==> src/rtl/trng_word_collector.sv <==
// Decimates the sampled entropy bit stream and packs accepted bits MSB-first into
// WORD_W-bit words on a valid/ready interface. Define TRNG_VON_NEUMANN_EN for pair debiasing.
module trng_word_collector #(
    parameter int WORD_W     = 8,
    parameter int SAMPLE_DIV = 4
) (
    input  logic                        clk,
    input  logic                        clr,
    input  logic                        ce,
    input  logic                        bit_in,
    output logic [WORD_W-1:0]           word_out,
    output logic                        word_valid,
    input  logic                        word_ready,
    output logic                        overrun,
    output logic [$clog2(WORD_W+1)-1:0] bit_cnt
);

    localparam int CNT_W = $clog2(WORD_W + 1);
    localparam int DIV_W = (SAMPLE_DIV > 1) ? $clog2(SAMPLE_DIV) : 1;
    localparam logic [DIV_W-1:0] DIV_LAST = DIV_W'(SAMPLE_DIV - 1);
    localparam logic [CNT_W-1:0] CNT_LAST = CNT_W'(WORD_W - 1);

    generate
        if (WORD_W < 2 || WORD_W > 32) begin : g_bad_word_w
            $error("trng_word_collector: WORD_W must be in 2..32");
        end
        if (SAMPLE_DIV < 1 || SAMPLE_DIV > 256) begin : g_bad_sample_div
            $error("trng_word_collector: SAMPLE_DIV must be in 1..256");
        end
    endgenerate

    logic [DIV_W-1:0]  div_cnt_q, div_cnt_d;
    logic [WORD_W-1:0] shreg_q, shreg_d;
    logic [WORD_W-1:0] word_q, word_d;
    logic              valid_q, valid_d;
    logic              overrun_q, overrun_d;
    logic [CNT_W-1:0]  cnt_q, cnt_d;

    logic              strobe;
    logic              acc_valid;
    logic              acc_bit;
    logic [WORD_W-1:0] new_word;
    logic              hold_free;

    assign strobe = ce && (div_cnt_q == DIV_LAST);

`ifdef TRNG_VON_NEUMANN_EN
    logic phase_q, phase_d;
    logic s0_q, s0_d;

    // Only unequal pairs yield a bit, and its value is the first sample of the pair.
    always_comb begin
        phase_d   = phase_q;
        s0_d      = s0_q;
        acc_valid = 1'b0;
        acc_bit   = s0_q;
        if (strobe) begin
            if (!phase_q) begin
                s0_d    = bit_in;
                phase_d = 1'b1;
            end else begin
                phase_d   = 1'b0;
                acc_valid = s0_q ^ bit_in;
            end
        end
    end

    always_ff @(posedge clk or negedge clr) begin
        if (!clr) begin
            phase_q <= 1'b0;
            s0_q    <= 1'b0;
        end else begin
            phase_q <= phase_d;
            s0_q    <= s0_d;
        end
    end
`else
    assign acc_valid = strobe;
    assign acc_bit   = bit_in;
`endif

    assign new_word  = {shreg_q[WORD_W-2:0], acc_bit};
    assign hold_free = !valid_q || word_ready;

    // NOTE: every signal driven here gets its default first, so no path can infer a latch.
    always_comb begin
        div_cnt_d = div_cnt_q;
        shreg_d   = shreg_q;
        word_d    = word_q;
        valid_d   = valid_q;
        overrun_d = overrun_q;
        cnt_d     = cnt_q;

        if (ce) begin
            div_cnt_d = (div_cnt_q == DIV_LAST) ? '0 : div_cnt_q + 1'b1;
        end

        if (valid_q && word_ready) begin
            valid_d = 1'b0;
        end

        if (acc_valid) begin
            shreg_d = new_word;
            if (cnt_q == CNT_LAST) begin
                cnt_d = '0;
                // A word completing on a transfer cycle replaces the one leaving.
                if (hold_free) begin
                    word_d  = new_word;
                    valid_d = 1'b1;
                end else begin
                    overrun_d = 1'b1;
                end
            end else begin
                cnt_d = cnt_q + 1'b1;
            end
        end
    end

    // NOTE: sequential state uses non-blocking assignments so all registers update together.
    always_ff @(posedge clk or negedge clr) begin
        if (!clr) begin
            div_cnt_q <= '0;
            shreg_q   <= '0;
            word_q    <= '0;
            valid_q   <= 1'b0;
            overrun_q <= 1'b0;
            cnt_q     <= '0;
        end else begin
            div_cnt_q <= div_cnt_d;
            shreg_q   <= shreg_d;
            word_q    <= word_d;
            valid_q   <= valid_d;
            overrun_q <= overrun_d;
            cnt_q     <= cnt_d;
        end
    end

    assign word_out   = word_q;
    assign word_valid = valid_q;
    assign overrun    = overrun_q;
    assign bit_cnt    = cnt_q;

endmodule

==> config.mk <==
export PLATFORM = sky130hd
export DESIGN_NAME = trng_word_collector
export DESIGN_NICKNAME = d
export VERILOG_FILES = /design/src/rtl/trng_word_collector.sv
export SDC_FILE = /design/constraint.sdc
export NUM_CORES = 1
export LEC_CHECK = 0
export CAP_MARGIN = 10
export CORE_MARGIN = 2
export CORE_UTILIZATION = 48
export DETAILED_ROUTE_END_ITERATION = 16
export GPL_TIMING_DRIVEN = 0
export PLACE_DENSITY = 0.76
export SLEW_MARGIN = 15
export SYNTH_ARGS = -nofsm -noshare
export SYNTH_HDL_FRONTEND = slang
export SYNTH_SLANG_ARGS = --single-unit
==> constraint.sdc <==
create_clock -name clk -period 1.8 [get_ports clk]
set_clock_uncertainty 0.05 [all_clocks]
set_input_delay 0.27 -clock clk [delete_from_list [all_inputs] [get_ports clk]]
set_output_delay 0.27 -clock clk [all_outputs]
set_load 0.005 [all_outputs]
Word-level counts from Yosys, hierarchy flattened
Cells that the tools add are included.
{"block": "totals", "regBits": 23, "in_bits": 5, "output_inout_bits": 14, "elab_cells": 23}
{"block": "classes", "addsub": 2, "eq_ne": 2, "muxes": 6, "bitwise_logic": 1, "reduce_logical": 6}
{"op": "$reduce_and 3->1", "n": 2}
{"op": "$add 4x1->4 const B", "n": 1}
{"op": "$eq 4x3->1 const B", "n": 1}
{"op": "$mux 1", "n": 4}
{"op": "$mux 4", "n": 1}
{"op": "$add 2x1->2 const B", "n": 1}
{"op": "$eq 2x2->1 const B", "n": 1}
{"op": "$logic_and 1x1->1", "n": 2}
{"op": "$mux 2", "n": 1}
{"op": "$logic_not 1->1", "n": 1}
{"op": "$logic_or 1x1->1", "n": 1}
{"op": "$not 1->1", "n": 1}

Longest topological paths before layout
{"block": "depth", "word_depth": 5, "mapped_depth": 5, "depth_no_buf": 4}

Worst setup path after synthesis
OpenSTA, ideal clock, no wires.
{"block": "synth_path", "kind": "flip-flop to flip-flop", "from": "register cnt_q[0], in the netlist bit_cnt[0]", "to": "register word_q[0], in the netlist word_out[0]", "setup_ns": 0.125, "arrival_time_ns": 1.414, "required_ns": 1.625, "setup_slack_ns": 0.211, "path_stages_with_launch": 5, "path_buffers": 0, "synth_period_minus_slack_ns": 1.589, "path_cell_list": "dfrtp_1 ha_1 nand4_2 nor3_4 mux2_2"}
{"block": "synth_via", "elab_chain_len": 2}
{"item": "start, declared", "line": "37", "rtl": "logic [CNT_W-1:0] cnt_q, cnt_d;"}
{"item": "start signal, assigned", "line": "134", "rtl": "cnt_q <= cnt_d;"}
{"item": "$eq 4x3->1", "line": "104", "rtl": "if (cnt_q == CNT_LAST) begin"}
{"item": "$reduce_and 3->1 (no source line)"}
{"item": "end signal, assigned", "line": "131", "rtl": "word_q <= word_d;"}
{"item": "end, declared", "line": "34", "rtl": "logic [WORD_W-1:0] word_q, word_d;"}
No other way between the ends.
A chain may end at the register's enable or synchronous reset.

Final worst setup path
{"block": "layout_path", "from": "register cnt_q[0], in the netlist bit_cnt[0]", "to": "register word_q[4], in the netlist word_out[4]"}
The elaborated chain is that of the path after synthesis.

==> impl_metrics.yaml <==
run_status:
  outcome: "complete, no violations"
critical_path:
  end_kind: "register"
  cp-start-kind: "register"
  crit_path_start: "bit_cnt[0]$_DFFE_PN0P_"
  cp.arrival_ns: 1.84
  rrSetupSlack_ns: 0.11
  critPathRequiredTime_ns: 1.95
  regToRegStartpoint: "bit_cnt[0]$_DFFE_PN0P_"
  critPathMaxFanout: 5
  path_class: "register to register"
synth:
  synth_compound_area_share_pct: 1.37
  netlist_area_um2: 916
  synth_top_family_by_area: "multiplexers"
  ys_warn_count: 0
  netlist_instances: 60
  ys_ff_latch: 23
  syn_nets: 67
  postSynthAreaPerCell_um2: 15.3
  synthAdderAreaFrac_pct: 2.73
  yosysSeqAreaShare_pct: 62.8
  synth_cell_type_count: 16
  yosysTopAreaCellShare_pct: 62.8
  yosysTopAreaCell: "dfrtp_1"
  synth_xor_area_share_pct: 1.91
  synthTopCellsByArea: "dfrtp_1 63%, mux2_2 22%, ha_1 2.7%"
  synthSimpleGateAreaFrac_pct: 8.47
  synth_mux_area_share_pct: 22.1
power_and_ir_drop:
  power_mw: 1.58
  ir_worst_vdd_v: 0.000754
  power_leakage_nw: 0.553
  p_per_area_nw_per_um2: 1350
cts:
  cts_made_buffers: 3
  cts_max_level: 1
  clock-sinks: 23
  root_buffer: "clkbuf_4"
  clk_latency_ns: 0.30
  cts_tree: "yes"
  clockBufferDepth: 2
  path_clk_slew_ns: 0.12
place:
  post-place-cells: 103
  place_congestion: 0.765
  hpwl_um: 1000
  port_buffers: 18
  place_ws_ns: -0.218
grt:
  grt_pass1_wl_um: 2210
  grtUsageTotal_pct: 14.6
  grt_overflow: 0
  grt_pass1_vias: 504
  grt_antenna_before_repair: 0
  grt_max_degree: 24
route:
  vias: 554
  routed_wl_um: 1430
  drc: 0
  drt_iter0_markers: 0
  wl_per_cell_um: 13.1
  via_per_inst: 5.08
  ant_nets: 0
  dr.pass1.iters: 1
sta:
  post-route-min-period_ns: 1.69
  fin_ws_ns: 0.112
  fin_crit_sh_pct: 93.8
  final_max_slew_viol_count: 0
  rsz0062_at_grt: "false"
  setup_viol: 0
  relSlewSlack_pct: 33.3
  hold_viol_final: 0
  tightestPinTransition_ns: 0.998
  fmax_mhz: 592
layout:
  stdcell_count: 109
  n_antenna_cell: 0
  area_growth_pct: 27.7
  drive_gt1_share_pct: 33.3
  nNetsFinal: 92
die:
  ios: 19
  rows: 15
  fp.dieW_um: 47.7
  core_area_um2: 1760
  die_area_um2: 2270
  start_util_pct: 51.9
  die_h_um: 47.7
job:
  maxCapViolCount: 0
hold_path:
  hp-start: "overrun$_DFFE_PN0P_"
  holdCritPathClass: "register to register"
cell type report:
type / count / area (um2)
plain buffers: 1 / 5.00
fillers: 153 / 594
clock buffers: 3 / 22.5
repair buffers: 20 / 195
multi-input cells: 36 / 335
clock inverters: 1 / 5.00
flip-flops and latches: 23 / 576
well taps: 25 / 31.3
cells in the mapped netlist (all sizes together):
cell,count
nand3,2
nor2,3
nor3,1
ha,2
xnor2,1
o21ai,1
nand4,1
or4,1
or2,1
buf,1
nand2,2
nor2b,1
a21o,1
mux2,18
dfrtp,23
xor2,1
logic make-up (layout without fill, tap and decap cells):
| family | count (synthesis) | after routing |
|---|---|---|
| AO/OA/AOI/OAI | 2 | 2 |
| XOR/XNOR | 2 | 2 |
| adder cells (fa/ha/maj) | 2 | 2 |
| buffers and inverters | 1 | 25 |
| flip-flops | 23 | 23 |
| multiplexers | 18 | 18 |
| AND/OR/NAND/NOR | 12 | 12 |
layout by cell type, fill, tap and decap left out:
| cell type | netlist | routed |
|---|---|---|
| nor2_1 | 3 | 3 |
| or2_2 | 1 | 1 |
| nand4_2 | 1 | 1 |
| dfrtp_1 | 23 | 23 |
| ha_1 | 2 | 2 |
| clkdlybuf4s50_1 | 0 | 18 |
| or4_1 | 1 | 1 |
| a21o_1 | 1 | 1 |
| xnor2_1 | 1 | 1 |
| xor2_1 | 1 | 1 |
| o21ai_0 | 1 | 1 |
| buf_4 | 0 | 2 |
| mux2_2 | 18 | 18 |
| buf_2 | 1 | 1 |
| nand3_1 | 2 | 2 |
| clkinv_2 | 0 | 1 |
| nand2_1 | 2 | 2 |
| nor3_4 | 1 | 1 |
| nor2b_1 | 1 | 1 |
| clkbuf_4 | 0 | 3 |
timing repair:
item                       in CTS  in global routing
gates resized for setup         0                  0
setup buffers                   2                  0
hold endpoints to repair        0                  0
hold buffers                    0                  0
setup endpoints to repair       2                  0
worst max-delay path, cell delays in order (launching register included):
cell and delay, ns:
dfrtp_1 0.43, ha_1 0.22, nand4_2 0.14, nor3_4 0.22
buf_4 0.18, mux2_2 0.34
metrics by stage:
| step | instance area [um2] | utilization, % | hold slack, ns | setup TNS (ns) |
|---|---|---|---|---|
| after CTS | 1170 | 66.3 | 0.424 | 0 |
| after detailed placement | 1130 | 63.9 | 0.394 | -1.61 |
| after floorplan | 916 | - | -0.0756 | 0 |
| after global placement | 1130 | 63.9 | 0.390 | -1.52 |
| final | 1170 | 66.3 | 0.420 | 0 |
| after global routing | 1170 | 66.3 | 0.451 | 0 |
sequential cells by signal, indices dropped and copies added, names as in the netlist:
register / cells
shreg_q: 7
word_out: 8
overrun: 1
div_cnt_q: 2
bit_cnt: 4
word_valid: 1
where the power goes:
part	internal (mW)	total [mW]	switching, mW
Sequential	0.697	0.832	0.135
Clock	0.0828	0.233	0.150
Combinational	0.344	0.513	0.169
Total	1.12	1.58	0.454
worst paths after layout:
path | to | depth (start not counted)
min in group asynchronous | bit_cnt[2]$_DFFE_PN0P_ | 1
worst max register to register | word_out[4]$_DFFE_PN0P_ | 5
max in group asynchronous | div_cnt_q[1]$_DFFE_PN0P_ | 1
worst max-delay path | word_out[4]$_DFFE_PN0P_ | 5
worst min-delay path | overrun$_DFFE_PN0P_ | 1
worst min register to register | overrun$_DFFE_PN0P_ | 1
per-layer routing:
layer,vias to the layer above,track usage (%),wire length (um)
li1,266,-,-
met1,271,18.0,669
met2,15,24.3,691
met3,2,3.40,59
met4,0,6.49,10
met5,-,0,0
Note: power is estimated with default switching activity, not from simulation.
